## src/rtl/regfile_wb_arbiter_pkg.sv

```systemverilog
// Shared definitions for the register-file writeback arbiter.
//
// Purpose : default parameter values for the arbiter and its result FIFO,
//           the write-port source encoding, and a width helper.
// Ports   : none (package).
package regfile_wb_arbiter_pkg;

    localparam int RS_WIDTH       = 5;
    localparam int REG_DATA_WIDTH = 32;
    localparam int REG_SIZE       = 1 << RS_WIDTH;
    localparam int WB_QDEPTH      = 2;
    localparam int WB_STARVE_MAX  = 4;

    // Which source owns the register-file write port this cycle.
    typedef enum logic [1:0] {
        SRC_NONE = 2'd0,
        SRC_PIPE = 2'd1,
        SRC_FIFO = 2'd2
    } wb_src_e;

    // Bits needed to hold values 0..max_val, never less than one.
    function automatic int cnt_width(input int max_val);
        int w;
        w = $clog2(max_val + 1);
        return (w < 1) ? 1 : w;
    endfunction

endpackage

```

## src/rtl/regfile_wb_arbiter_fifo.sv

```systemverilog
// wb_fifo: synchronous FIFO of {rd, data} pairs for long-latency results.
//
// Ports:
//   clk, rst            clock, synchronous active-high reset (pointers/count only)
//   push, push_rd,
//   push_data           enqueue request and payload (caller guarantees !full)
//   pop                 dequeue the head (caller guarantees !empty)
//   full, empty         occupancy flags from the registered count
//   head_rd, head_data  oldest entry
module wb_fifo
    import regfile_wb_arbiter_pkg::*;
#(
    parameter int RS_WIDTH   = regfile_wb_arbiter_pkg::RS_WIDTH,
    parameter int DATA_WIDTH = REG_DATA_WIDTH,
    parameter int DEPTH      = WB_QDEPTH
) (
    input  logic                  clk,
    input  logic                  rst,
    input  logic                  push,
    input  logic [RS_WIDTH-1:0]   push_rd,
    input  logic [DATA_WIDTH-1:0] push_data,
    input  logic                  pop,
    output logic                  full,
    output logic                  empty,
    output logic [RS_WIDTH-1:0]   head_rd,
    output logic [DATA_WIDTH-1:0] head_data
);

    localparam int AW = $clog2(DEPTH);
    localparam logic [AW-1:0] PTR_ONE  = AW'(1);
    localparam logic [AW:0]   CNT_ONE  = (AW + 1)'(1);
    localparam logic [AW:0]   CNT_FULL = (AW + 1)'(DEPTH);

    logic [RS_WIDTH-1:0]   rd_mem   [DEPTH];
    logic [DATA_WIDTH-1:0] data_mem [DEPTH];
    logic [AW-1:0]         wr_ptr;
    logic [AW-1:0]         rd_ptr;
    logic [AW:0]           count;

    always_ff @(posedge clk) begin
        if (rst) begin
            wr_ptr <= '0;
            rd_ptr <= '0;
            count  <= '0;
        end else begin
            if (push) wr_ptr <= wr_ptr + PTR_ONE;
            if (pop)  rd_ptr <= rd_ptr + PTR_ONE;
            case ({push, pop})
                2'b10:   count <= count + CNT_ONE;
                2'b01:   count <= count - CNT_ONE;
                default: count <= count;
            endcase
        end
    end

    // Storage carries no reset; stale contents are unreachable once count is 0.
    always_ff @(posedge clk) begin
        if (push) begin
            rd_mem[wr_ptr]   <= push_rd;
            data_mem[wr_ptr] <= push_data;
        end
    end

    assign full      = (count == CNT_FULL);
    assign empty     = (count == '0);
    assign head_rd   = rd_mem[rd_ptr];
    assign head_data = data_mem[rd_ptr];

endmodule

```

## src/rtl/regfile_wb_arbiter.sv

```systemverilog
// regfile_wb_arbiter: shares the single register-file write port between the
// in-order pipeline writeback and a long-latency unit (LU). LU results are
// queued in wb_fifo and drained in cycles the pipeline does not write. A busy
// scoreboard flags registers with an outstanding LU write.
//
// Build option: define RISCV_WB_STARVE_EN to enable the starvation counter,
// which holds the pipeline for one cycle after STARVE_MAX consecutive blocked
// cycles so the FIFO head can write. Without it pipe_hold is tied 0 and the
// FIFO drains only in pipeline-idle cycles.
//
// Ports:
//   clk, rst                    clock, synchronous active-high reset
//   pipe_valid/pipe_rd/pipe_data pipeline writeback request
//   pipe_hold                   pipeline write not taken; re-present it
//   lu_valid/lu_rd/lu_data      LU result, accepted when lu_valid && lu_ready
//   lu_ready                    FIFO has room (registered occupancy)
//   issue_valid/issue_rd        LU operation issued; marks issue_rd busy
//   rs1/rs2, rs1_busy/rs2_busy  decode-stage sources and their pending status
//   rf_we/rf_rd/rf_wdata        register-file write port
module regfile_wb_arbiter
    import regfile_wb_arbiter_pkg::*;
#(
    parameter int RS_WIDTH   = regfile_wb_arbiter_pkg::RS_WIDTH,
    parameter int DATA_WIDTH = REG_DATA_WIDTH,
    parameter int QDEPTH     = WB_QDEPTH,
    parameter int STARVE_MAX = WB_STARVE_MAX
) (
    input  logic                  clk,
    input  logic                  rst,
    input  logic                  pipe_valid,
    input  logic [RS_WIDTH-1:0]   pipe_rd,
    input  logic [DATA_WIDTH-1:0] pipe_data,
    output logic                  pipe_hold,
    input  logic                  lu_valid,
    output logic                  lu_ready,
    input  logic [RS_WIDTH-1:0]   lu_rd,
    input  logic [DATA_WIDTH-1:0] lu_data,
    input  logic                  issue_valid,
    input  logic [RS_WIDTH-1:0]   issue_rd,
    input  logic [RS_WIDTH-1:0]   rs1,
    input  logic [RS_WIDTH-1:0]   rs2,
    output logic                  rs1_busy,
    output logic                  rs2_busy,
    output logic                  rf_we,
    output logic [RS_WIDTH-1:0]   rf_rd,
    output logic [DATA_WIDTH-1:0] rf_wdata
);

    localparam int NREGS = 1 << RS_WIDTH;

    logic                  fifo_full;
    logic                  fifo_empty;
    logic [RS_WIDTH-1:0]   head_rd;
    logic [DATA_WIDTH-1:0] head_data;
    logic                  push;
    logic                  pop;
    logic                  init_done;
    logic                  pipe_req;
    logic                  pipe_grant;
    wb_src_e               src;
    logic [NREGS-1:0]      busy;
    logic [NREGS-1:0]      busy_next;

    // Keeps lu_ready low for the first cycle after reset.
    always_ff @(posedge clk) begin
        if (rst) init_done <= 1'b0;
        else     init_done <= 1'b1;
    end

    // ---- LU accept ----
    assign lu_ready = init_done && !rst && !fifo_full;
    // Results for x0 are acknowledged but never stored.
    assign push     = lu_valid && lu_ready && (lu_rd != '0);

    wb_fifo #(
        .RS_WIDTH   (RS_WIDTH),
        .DATA_WIDTH (DATA_WIDTH),
        .DEPTH      (QDEPTH)
    ) u_fifo (
        .clk       (clk),
        .rst       (rst),
        .push      (push),
        .push_rd   (lu_rd),
        .push_data (lu_data),
        .pop       (pop),
        .full      (fifo_full),
        .empty     (fifo_empty),
        .head_rd   (head_rd),
        .head_data (head_data)
    );

    // ---- Starvation control ----
`ifdef RISCV_WB_STARVE_EN
    localparam int CW = cnt_width(STARVE_MAX);

    logic [CW-1:0] starve_cnt;

    // Counts consecutive cycles the pipeline won while the FIFO waited.
    always_ff @(posedge clk) begin
        if (rst || fifo_empty || pop) starve_cnt <= '0;
        else if (pipe_grant)          starve_cnt <= starve_cnt + CW'(1);
    end

    assign pipe_hold = !rst && !fifo_empty && (starve_cnt == CW'(STARVE_MAX));
`else
    assign pipe_hold = 1'b0;
`endif

    // ---- Write-port arbitration ----
    // A pipeline write to x0 is not a request, so it never blocks the FIFO.
    assign pipe_req   = !rst && pipe_valid && (pipe_rd != '0);
    assign pipe_grant = pipe_req && !pipe_hold;

    always_comb begin
        src = SRC_NONE;
        if (pipe_grant)                src = SRC_PIPE;
        else if (!rst && !fifo_empty)  src = SRC_FIFO;
    end

    assign pop = (src == SRC_FIFO);

    always_comb begin
        rf_we    = 1'b0;
        rf_rd    = '0;
        rf_wdata = '0;
        case (src)
            SRC_PIPE: begin
                rf_we    = 1'b1;
                rf_rd    = pipe_rd;
                rf_wdata = pipe_data;
            end
            SRC_FIFO: begin
                rf_we    = 1'b1;
                rf_rd    = head_rd;
                rf_wdata = head_data;
            end
            default: ;
        endcase
    end

    // ---- Busy scoreboard ----
    // Set is applied after clear so a same-index issue in the pop cycle wins.
    always_comb begin
        busy_next = busy;
        if (pop)                             busy_next[head_rd]  = 1'b0;
        if (issue_valid && issue_rd != '0)   busy_next[issue_rd] = 1'b1;
    end

    always_ff @(posedge clk) begin
        if (rst) busy <= '0;
        else     busy <= busy_next;
    end

    assign rs1_busy = !rst && (rs1 != '0) && busy[rs1];
    assign rs2_busy = !rst && (rs2 != '0) && busy[rs2];

endmodule
```

## config.mk

```make
export PLATFORM = sky130hd
export DESIGN_NAME = regfile_wb_arbiter
export DESIGN_NICKNAME = d
export VERILOG_FILES = /design/src/rtl/regfile_wb_arbiter_pkg.sv /design/src/rtl/regfile_wb_arbiter_fifo.sv /design/src/rtl/regfile_wb_arbiter.sv
export SDC_FILE = /design/constraint.sdc
export NUM_CORES = 1
export LEC_CHECK = 0
export BUFFER_PORTS_ARGS = -buffer_cell sky130_fd_sc_hd__buf_2
export CORE_ASPECT_RATIO = 0.7
export CORE_UTILIZATION = 32
export CTS_BUF_LIST = sky130_fd_sc_hd__clkbuf_4 sky130_fd_sc_hd__clkbuf_8 sky130_fd_sc_hd__clkbuf_16
export CTS_CLUSTER_DIAMETER = 150
export DETAILED_ROUTE_END_ITERATION = 10
export GPL_ROUTABILITY_DRIVEN = 1
export PLACE_DENSITY = 0.65
export SLEW_MARGIN = 0
export SYNTH_ARGS = -nofsm -noshare
export SYNTH_HDL_FRONTEND = slang
export SYNTH_SLANG_ARGS = --single-unit
```

## constraint.sdc

```tcl
create_clock -name clk -period 7.9 [get_ports clk]
set_clock_uncertainty 0.05 [all_clocks]
set_input_delay 1.58 -clock clk [delete_from_list [all_inputs] [get_ports clk]]
set_output_delay 1.58 -clock clk [all_outputs]
set_load 0.05 [all_outputs]
```

==> flow_metrics.py, run 1 <==
metrics = {
    "clock_tree": {
        "clockBufferDepth": 2,
        "root_buffer": "clkbuf_16",
        "post_cts_buffers": 0,
        "clk_latency_ns": 0.34,
        "clk_pin_slew_ns": 0.08,
        "cts_tree": "built",
        "cts_hold_buf": 0,
        "cts_num_sinks": 112,
        "cts-resized-gates": 0,
        "cts_buffers": 9,
        "htree_levels": 3,
    },
    "global_routing": {
        "grt_max_degree": 53,
        "grt-ovfl-total": 0,
        "track_usage": 0.163,
        "grt_pass1_wl_mm": 21.7,
        "antenna_found_initial": 0,
        "grt_pass1_vias": 4075,
    },
    "logic_synthesis": {
        "synth.cell_area_um2": 5460,
        "syn_area_per_cell_um2": 11.4,
        "ys_ff_latch": 112,
        "yosysTopAreaCell": "edfxtp_1",
        "synth_commonest_cells": "edfxtp_1, nand2_1, mux2i_1",
        "synthCells": 477,
        "synth_ff_type": "edfxtp_1",
        "async_flop_share": 0,
        "synth-seq-area-share": 0.546,
        "synth.distinct_cells": 48,
        "synth_warnings": 0,
        "synthTopCellsByArea": "edfxtp_1, dfxtp_1, mux2i_1",
        "synth_most_common_cell": "edfxtp_1",
        "synth_nets": 572,
        "synth_edf_count": 74,
        "yosysTopAreaCellShare": 0.407,
    },
    "detailed_routing": {
        "drtIter0Drc": 344,
        "drc": 0,
        "routed_wl_mm": 14.1,
        "first_pass_iters": 5,
        "wire_per_inst_um": 17.1,
        "ant_nets": 0,
        "via_count": 4335,
        "via_per_inst": 5.26,
    },
    "setup_path": {
        "worst-path-stages": 6,
        "critPathTopFamily": "buffers and inverters",
        "startpoint": "rst",
        "path_cells": "buf_2 -> nor2b_1 -> o21a_2 -> nand2b_4 -> o21ai_0 -> buf_2",
        "r2r_end": "busy[29]",
        "endpoint": "rf_rd[1]",
        "start_kind": "primary input",
        "cp_max_fo": 44,
        "cp_num_buf_inv": 2,
        "max_stage_delay_ns": 0.63,
        "end_kind": "output port",
        "worstPathArrival_ns": 3.90,
        "crit_top_cell": "buf_2",
        "critical_path_class": "in2out",
        "critPathSlowestCell": "buf_2",
        "rr_worst_depth": 5,
        "r2r_slack_ns": 5.37,
        "critPathRequiredTime_ns": 6.27,
    },
    "final_layout": {
        "antenna_cells": 0,
        "post-route-util": 0.399,
        "final_nets": 689,
        "fillers": 1626,
        "drive_gt1_frac": 0.295,
        "area_delta_synth_final_pct": 20.6,
    },
    "sta": {
        "finalCriticalPeriod_ns": 5.53,
        "slew_violations": 0,
        "layout_setup_ws_ns": 2.37,
        "fin_setup_tns_ns": 0,
        "tightestPinTransition_ns": 1.11,
        "finalHoldViolCount": 0,
        "relSlewSlack": 0.258,
        "max_freq_mhz": 181,
        "setup-violations-final": 0,
        "hold_slack_ns": 0.426,
        "period_share": 0.700,
        "rsz0062_at_grt": "false",
    },
    "placed_design": {
        "pre_cts_ws_ns": 2.34,
        "hpwl_mm": 10.0,
        "port_buffers": 134,
        "gp_congestion": 0.906,
    },
    "power": {
        "peakVddDrop_v": 0.0000876,
        "power.total_mw": 1.32,
        "power_density_nw_per_um2": 200,
        "p_leak_nw": 2.30,
    },
    "die": {
        "die_x_um": 158,
        "fp-row-count": 39,
        "top_level_ports": 136,
        "die_area_um2": 17600,
        "die_y_um": 111,
        "core_area_um2": 16500,
        "initial_core_util": 0.331,
    },
    "min_path": {
        "hp-class": "reg2reg",
    },
    "job": {
        "max-cap-violations": 0,
    },
    "run_status": {
        "status": "finished clean",
    },
}
==> layer usage <==
layer / vias up / share of wire / track usage
met5: - / 0 / 0
met1: 2074 / 0.46 / 0.222
met3: 28 / 0.074 / 0.0360
li1: 2045 / - / -
met4: 0 / 0.025 / 0.0583
met2: 188 / 0.45 / 0.251
==> cells by family (layout without fill, tap and decap cells) <==
| kind of cell | after synthesis | after routing | synth area share |
|---|---|---|---|
| flip-flops | 112 | 112 | 0.546 |
| multiplexers | 59 | 59 | 0.145 |
| other | 1 | 1 | 0.000687 |
| buffers and inverters | 42 | 164 | 0.0390 |
| AND/OR/NAND/NOR | 136 | 136 | 0.118 |
| AO/OA/AOI/OAI | 124 | 124 | 0.145 |
| XOR/XNOR | 2 | 2 | 0.00321 |
| adder cells (fa/ha/maj) | 1 | 1 | 0.00229 |
==> cell type report <==
type	count	area, um^2	area share
clock buffer	11	240	0.0365
clock inverter	5	65.1	0.00989
inverter	10	37.5	0.00570
multi-input combinational	323	2270	0.345
sequential	112	2980	0.453
tap	225	282	0.0428
timing repair buffer	138	701	0.106
==> metrics by stage <==
step / instances / cell area, um^2
finish: 824 / 6580
global route: 824 / 6580
CTS: 824 / 6580
detailed placement: 808 / 6280
global placement: 808 / 6280
floorplan: 477 / 5460
==> power breakdown <==
group / internal (mW) / total [mW] / switching, mW / leakage, nW
sequential: 0.637 / 0.643 / 0.00616 / 0.980
combinational: 0.0638 / 0.211 / 0.147 / 1.17
clock: 0.256 / 0.462 / 0.206 / 0.151
==> worst min-delay path by stage <==
stage / startpoint / endpoint / slack [ns] / cells past startpoint
floorplan: busy[0] / busy[0] / 0.38 / 1
global placement: busy[0] / busy[0] / 0.40 / 1
detailed placement: busy[0] / busy[0] / 0.42 / 1
CTS: busy[0] / busy[0] / 0.43 / 1
global route: busy[0] / busy[0] / 0.44 / 1
finish: busy[0] / busy[0] / 0.43 / 1
==> registers in the layout, summed over array words and instances, names as in the netlist, named ones only <==
register         count
u_fifo.rd_ptr        1
busy                32
u_fifo.count         2
u_fifo.data_mem     64
u_fifo.rd_mem       10
init_done            1
u_fifo.wr_ptr        1
==> layout by cell type (no fill, tap or decap), types with 4 or more instances in the layout <==
cell type	count
a311oi_1	21
nand2b_1	6
edfxtp_1	74
clkbuf_16	9
mux2i_1	43
o21ai_0	39
buf_2	134
a21oi_1	36
nand2_1	69
inv_1	9
nor2b_1	7
nor2_1	17
nor3b_1	5
o41ai_1	7
mux4_2	16
nor3_1	13
dfxtp_1	37
buf_4	4
(Power assumes the default switching activity.)
==> run 2: changes to the inputs <==
--- a/config.mk
+++ b/config.mk
@@ -12,7 +12,7 @@
 export CTS_CLUSTER_DIAMETER = 150
 export DETAILED_ROUTE_END_ITERATION = 10
 export GPL_ROUTABILITY_DRIVEN = 1
-export PLACE_DENSITY = 0.65
+export PLACE_DENSITY = 0.66
 export SLEW_MARGIN = 0
 export SYNTH_ARGS = -nofsm -noshare
 export SYNTH_HDL_FRONTEND = slang
==> constraint.sdc (replaced) <==
create_clock -name clk -period 4.6 [get_ports clk]
set_clock_uncertainty 0.05 [all_clocks]
set_input_delay 0.92 -clock clk [delete_from_list [all_inputs] [get_ports clk]]
set_output_delay 0.92 -clock clk [all_outputs]
set_load 0.05 [all_outputs]
==> run 2 against run 1 <==
Via count grew 0.62%. Cell area stayed put. Register-to-register slack got worse by 3.3 ns. Flip-flop and latch count unchanged. Hold slack improved by 0.023 ns. Die area did not move. Clock power up 60%. Critical path depth stayed put. Global-route usage is 0.18 points higher. Routed wire length up 1.0%. Power grew 68%. First-iteration DRC count shrank 17%. Critical path type unchanged. Critical endpoint is now rf_wdata[17]. Highest routed layer unchanged.
==> flow_metrics.py, run 2 (synthesis gave the netlist of run 1 again) <==
metrics = {
    "power": {
        "power_density_nw_per_um2": 335,
        "p_leak_nw": 2.30,
        "p_int_mw": 1.59,
        "seqPwrFrac": 0.504,
        "pwr-share-comb": 0.161,
        "peakVddDrop_v": 0.000161,
        "netSwitchingPower_uw": 619,
        "p_sw_frac": 0.281,
        "clkPwrFrac": 0.335,
    },
    "setup_path": {
        "r2r_slack_ns": 2.06,
        "critPathRequiredTime_ns": 3.63,
        "cp_num_buf_inv": 2,
        "critPathSlowestCell": "or4_1",
        "max_stage_delay_ns": 0.51,
        "path_cells": "buf_2 -> or4_1 -> o21a_2 -> nand2b_4 -> o21ai_0 -> buf_2",
        "end_kind": "output port",
        "start_kind": "primary input",
        "critical_path_class": "in2out",
        "cp_max_fo": 37,
        "crit_top_cell": "buf_2",
        "critPathTopFamily": "simple AND/OR/NAND/NOR gates",
        "worstPathArrival_ns": 2.66,
        "startpoint": "pipe_rd[0]",
    },
    "global_routing": {
        "grt-ovfl-total": 0,
        "antenna_found_initial": 0,
        "grt_max_degree": 55,
        "grt_pass1_wl_mm": 22.1,
        "grt_pass1_vias": 4292,
        "track_usage": 0.164,
    },
    "sta": {
        "tightestPinTransition_ns": 0.956,
        "fin_setup_tns_ns": 0,
        "period_share": 0.789,
        "finalCriticalPeriod_ns": 3.63,
        "setup-violations-final": 0,
        "max_freq_mhz": 276,
        "rsz0062_at_grt": "false",
        "layout_setup_ws_ns": 0.971,
        "slew_violations": 0,
        "relSlewSlack": 0.361,
        "finalHoldViolCount": 0,
    },
    "min_path": {
        "hp-start": "busy[28]",
        "hp-class": "reg2reg",
    },
    "placed_design": {
        "pre_cts_ws_ns": 0.963,
        "dpl_cell_area_um2": 6300,
        "gp_congestion": 0.888,
        "port_buffers": 134,
        "hpwl_mm": 10.2,
    },
    "clock_tree": {
        "cts-resized-gates": 0,
        "cts_hold_buf": 0,
        "htree_levels": 3,
        "root_buffer": "clkbuf_16",
        "clk_latency_ns": 0.34,
        "cts_buffers": 9,
        "post_cts_buffers": 0,
        "cts_tree": "built",
        "clockBufferDepth": 2,
        "cts_num_sinks": 112,
        "clk_pin_slew_ns": 0.07,
    },
    "final_layout": {
        "final_cell_mix": "buf_2, edfxtp_1, nand2_1",
        "post-route-cell-area_um2": 6580,
        "top_register": "u_fifo.data_mem",
        "final_nets": 692,
        "fillers": 1616,
        "area_delta_synth_final_pct": 20.6,
        "post-route-util": 0.399,
        "top_regs": "u_fifo.data_mem x64, busy x32, u_fifo.rd_mem x10",
        "layout_commonest_cell": "buf_2",
        "drive_gt1_frac": 0.299,
        "antenna_cells": 0,
        "largest_register_ffs": 64,
    },
    "job": {
        "max-cap-violations": 0,
    },
    "run_status": {
        "status": "finished clean",
    },
    "detailed_routing": {
        "wire_per_inst_um": 17.2,
        "first_pass_iters": 5,
        "via_count": 4362,
        "via_per_inst": 5.27,
        "drtIter0Drc": 284,
        "ant_nets": 0,
        "drc": 0,
        "routed_wl_mm": 14.2,
    },
    "die": {
        "initial_core_util": 0.331,
        "top_level_ports": 136,
        "die_x_um": 158,
        "die_area_um2": 17600,
        "fp-row-count": 39,
        "core_area_um2": 16500,
        "die_y_um": 111,
    },
}
-- run 2: cell types whose count changed in the layout (fill, tap and decap cells not counted), sizes merged --
cell and delta:
bufinv -1, clkbuf -1, buf +3, clkinvlp +2
-- run 2: worst reg2reg max path, stage by stage, from the launching register on --
cell and delay, ns:
dfxtp_2 0.76, buf_4 0.52, nor3b_1 0.31, nor2_1 0.12, nor3_1 0.45, a311oi_1 0.18
-- run 2: final cells by class --
class                   instances  area, um^2  area share
clock buffers                  10         239      0.0363
clock inverters                 6        43.8     0.00665
inverters                      10        37.5     0.00570
multi-input cells             323        2270       0.345
flip-flops and latches        112        2980       0.453
well taps                     225         282      0.0428
repair buffers                141         723       0.110
-- run 2: worst paths after layout --
path / cells after the start / endpoint
worst max-delay path: 6 / rf_wdata[17]
worst min-delay path: 2 / busy[28]
worst max register to register: 5 / busy[6]
worst min register to register: 2 / busy[28]
-- run 2: stage by stage --
stage	hold WS, ns	cells	total power, mW
4_1_cts	0.447	827	2.23
6_report	0.450	827	2.21
5_1_grt	0.471	827	2.29
3_5_place_dp	0.437	811	1.49
3_3_place_gp	0.422	811	1.48
2_1_floorplan	0.385	477	1.38
-- run 2: power by group through the flow --
stage | clock network [mW] | logic, mW | registers, mW
2_1_floorplan | 0 | 0.256 | 1.12
3_3_place_gp | 0 | 0.348 | 1.13
3_5_place_dp | 0 | 0.356 | 1.14
4_1_cts | 0.759 | 0.357 | 1.11
5_1_grt | 0.794 | 0.383 | 1.11
6_report | 0.739 | 0.356 | 1.11
-- run 2: routing by layer --
layer  global-route usage  vias up  wire, um
li1                     -     2060         -
met1                0.217     2092      6520
met2                0.261      183      6370
met3               0.0375       27       969
met4               0.0609        0       361
met5                    0        -         0
==> run 3: changes to the inputs <==
--- a/config.mk
+++ b/config.mk
@@ -12,7 +12,7 @@
 export CTS_CLUSTER_DIAMETER = 150
 export DETAILED_ROUTE_END_ITERATION = 10
 export GPL_ROUTABILITY_DRIVEN = 1
-export PLACE_DENSITY = 0.66
+export PLACE_DENSITY = 0.65
 export SLEW_MARGIN = 0
 export SYNTH_ARGS = -nofsm -noshare
 export SYNTH_HDL_FRONTEND = slang
==> constraint.sdc (replaced) <==
create_clock -name clk -period 3.5 [get_ports clk]
set_clock_uncertainty 0.05 [all_clocks]
set_input_delay 0.7 -clock clk [delete_from_list [all_inputs] [get_ports clk]]
set_output_delay 0.7 -clock clk [all_outputs]
set_load 0.05 [all_outputs]
==> run 3 against run 2 <==
Critical path depth increased by 1. Hold slack worse by 0.029 ns. Count of clock-buffer cells in the layout decreased by 1. Critical endpoint is now rf_wdata[3]. Largest power group unchanged.
==> flow_metrics.py, run 3 (synthesis gave the netlist of run 1 again) <==
metrics = {
    "run_status": {
        "status": "finished clean",
    },
    "setup_path": {
        "r2r_slack_ns": 1.28,
        "r2r_end": "busy[21]",
        "path_cells": "buf_2 -> or4_1 -> o21a_2 -> nand2b_4 -> buf_4 -> o21ai_0 -> buf_2",
        "critPathRequiredTime_ns": 2.75,
        "start_kind": "primary input",
        "critical_path_class": "in2out",
        "startpoint": "pipe_rd[0]",
        "critPathSlowestCell": "or4_1",
        "max_stage_delay_ns": 0.51,
        "cp_max_fo": 26,
        "rr_worst_depth": 4,
        "crit_top_cell": "buf_2",
        "critPathTopFamily": "simple AND/OR/NAND/NOR gates",
        "end_kind": "output port",
        "worstPathArrival_ns": 2.51,
        "cp_num_buf_inv": 3,
    },
    "die": {
        "core_area_um2": 16500,
        "initial_core_util": 0.331,
        "die_area_um2": 17600,
        "fp-row-count": 39,
        "die_y_um": 111,
        "die_x_um": 158,
        "top_level_ports": 136,
    },
    "min_path": {
        "hp-start": "busy[0]",
        "holdPathEnd": "busy[0]",
        "hp-class": "reg2reg",
        "hold_depth": 1,
    },
    "clock_tree": {
        "clk_pin_slew_ns": 0.08,
        "cts-resized-gates": 0,
        "clk_latency_ns": 0.35,
        "cts_buffers": 9,
        "cts_tree": "built",
        "cts_hold_buf": 0,
        "htree_levels": 3,
        "root_buffer": "clkbuf_16",
        "clockBufferDepth": 2,
        "cts_num_sinks": 112,
        "post_cts_buffers": 0,
    },
    "detailed_routing": {
        "drtIter0Drc": 405,
        "routed_wl_mm": 14.3,
        "via_count": 4397,
        "wire_per_inst_um": 17.3,
        "first_pass_iters": 4,
        "ant_nets": 0,
        "drc": 0,
        "via_per_inst": 5.30,
    },
    "final_layout": {
        "antenna_cells": 0,
        "top_register": "u_fifo.data_mem",
        "layout_commonest_cell": "buf_2",
        "final_cell_mix": "buf_2, edfxtp_1, nand2_1",
        "drive_gt1_frac": 0.298,
        "top_regs": "u_fifo.data_mem x64, busy x32, u_fifo.rd_mem x10",
        "area_delta_synth_final_pct": 21.8,
        "largest_register_ffs": 64,
        "final_nets": 694,
    },
    "placed_design": {
        "port_buffers": 134,
        "gp_congestion": 0.906,
        "hpwl_mm": 10.4,
    },
    "sta": {
        "hold_slack_ns": 0.420,
        "relSlewSlack": 0.281,
        "tightestPinTransition_ns": 1.08,
        "finalHoldViolCount": 0,
        "setup-violations-final": 0,
        "period_share": 0.933,
        "rsz0062_at_grt": "false",
        "finalCriticalPeriod_ns": 3.26,
        "max_freq_mhz": 306,
        "slew_violations": 0,
        "fin_setup_tns_ns": 0,
    },
    "power": {
        "p_leak_nw": 2.33,
        "peakVddDrop_v": 0.000217,
        "power_density_nw_per_um2": 445,
    },
    "global_routing": {
        "grt_pass1_vias": 4219,
        "grt_pass1_wl_mm": 22.1,
        "grt_max_degree": 55,
        "track_usage": 0.165,
        "antenna_found_initial": 0,
        "grt-ovfl-total": 0,
    },
    "job": {
        "max-cap-violations": 0,
    },
}
[run 3: cell types whose count changed in the layout (fill, tap and decap cells not counted), sizes merged]
cell	change
clkinvlp	-1
clkinv	+1
bufinv	+1
buf	+2
clkbuf	-1
[run 3: worst reg2reg max path, stage by stage (launching register included)]
cell and delay, ns:
dfxtp_2 0.69, mux2i_1 0.28, nand2b_1 0.39, nor3_1 0.47, a311oi_1 0.17
[run 3: routing by layer]
layer	routed length, um	share of wire	up-vias	track usage
li1	-	-	2064	-
met1	6270	0.44	2099	0.224
met2	6460	0.45	212	0.253
met3	1270	0.089	22	0.0442
met4	303	0.021	0	0.0564
met5	0	0	-	0
[run 3: area by class of cell]
| class | count | area [um^2] |
|---|---|---|
| Clock inverter | 7 | 71.3 |
| Timing Repair Buffer | 143 | 778 |
| Fill cell | 1597 | 9840 |
| Sequential cell | 112 | 2980 |
| Inverter | 10 | 37.5 |
| Multi-Input combinational cell | 323 | 2270 |
| Clock buffer | 9 | 225 |
| Tap cell | 225 | 282 |
[run 3: how the worst max path moves through the flow]
stage               slack, ns  cells past startpoint     endpoint
detailed placement       0.21                      7  rf_wdata[4]
finish                   0.24                      7  rf_wdata[3]
CTS                      0.22                      7  rf_wdata[4]
global route             0.09                      7  rf_wdata[0]
global placement         0.26                      7  rf_wdata[5]
floorplan               -0.25                      7     rf_rd[3]
[run 3: stage by stage]
stage	cells	area [um^2]	total power [mW]	util	setup slack, ns
2_1_floorplan	477	5460	1.81	-	-0.249
3_3_place_gp	813	6350	1.96	0.385	0.260
3_5_place_dp	813	6350	1.97	0.385	0.213
4_1_cts	829	6650	2.99	0.403	0.215
5_1_grt	829	6650	3.08	0.403	0.0873
6_report	829	6650	2.96	0.403	0.236
[run 3: report_power, final]
group          leakage (nW)  internal (mW)  switching, mW  total (mW)
combinational          1.21          0.152          0.330       0.482
clock                 0.141          0.556          0.465        1.02
sequential            0.980           1.44         0.0219        1.46
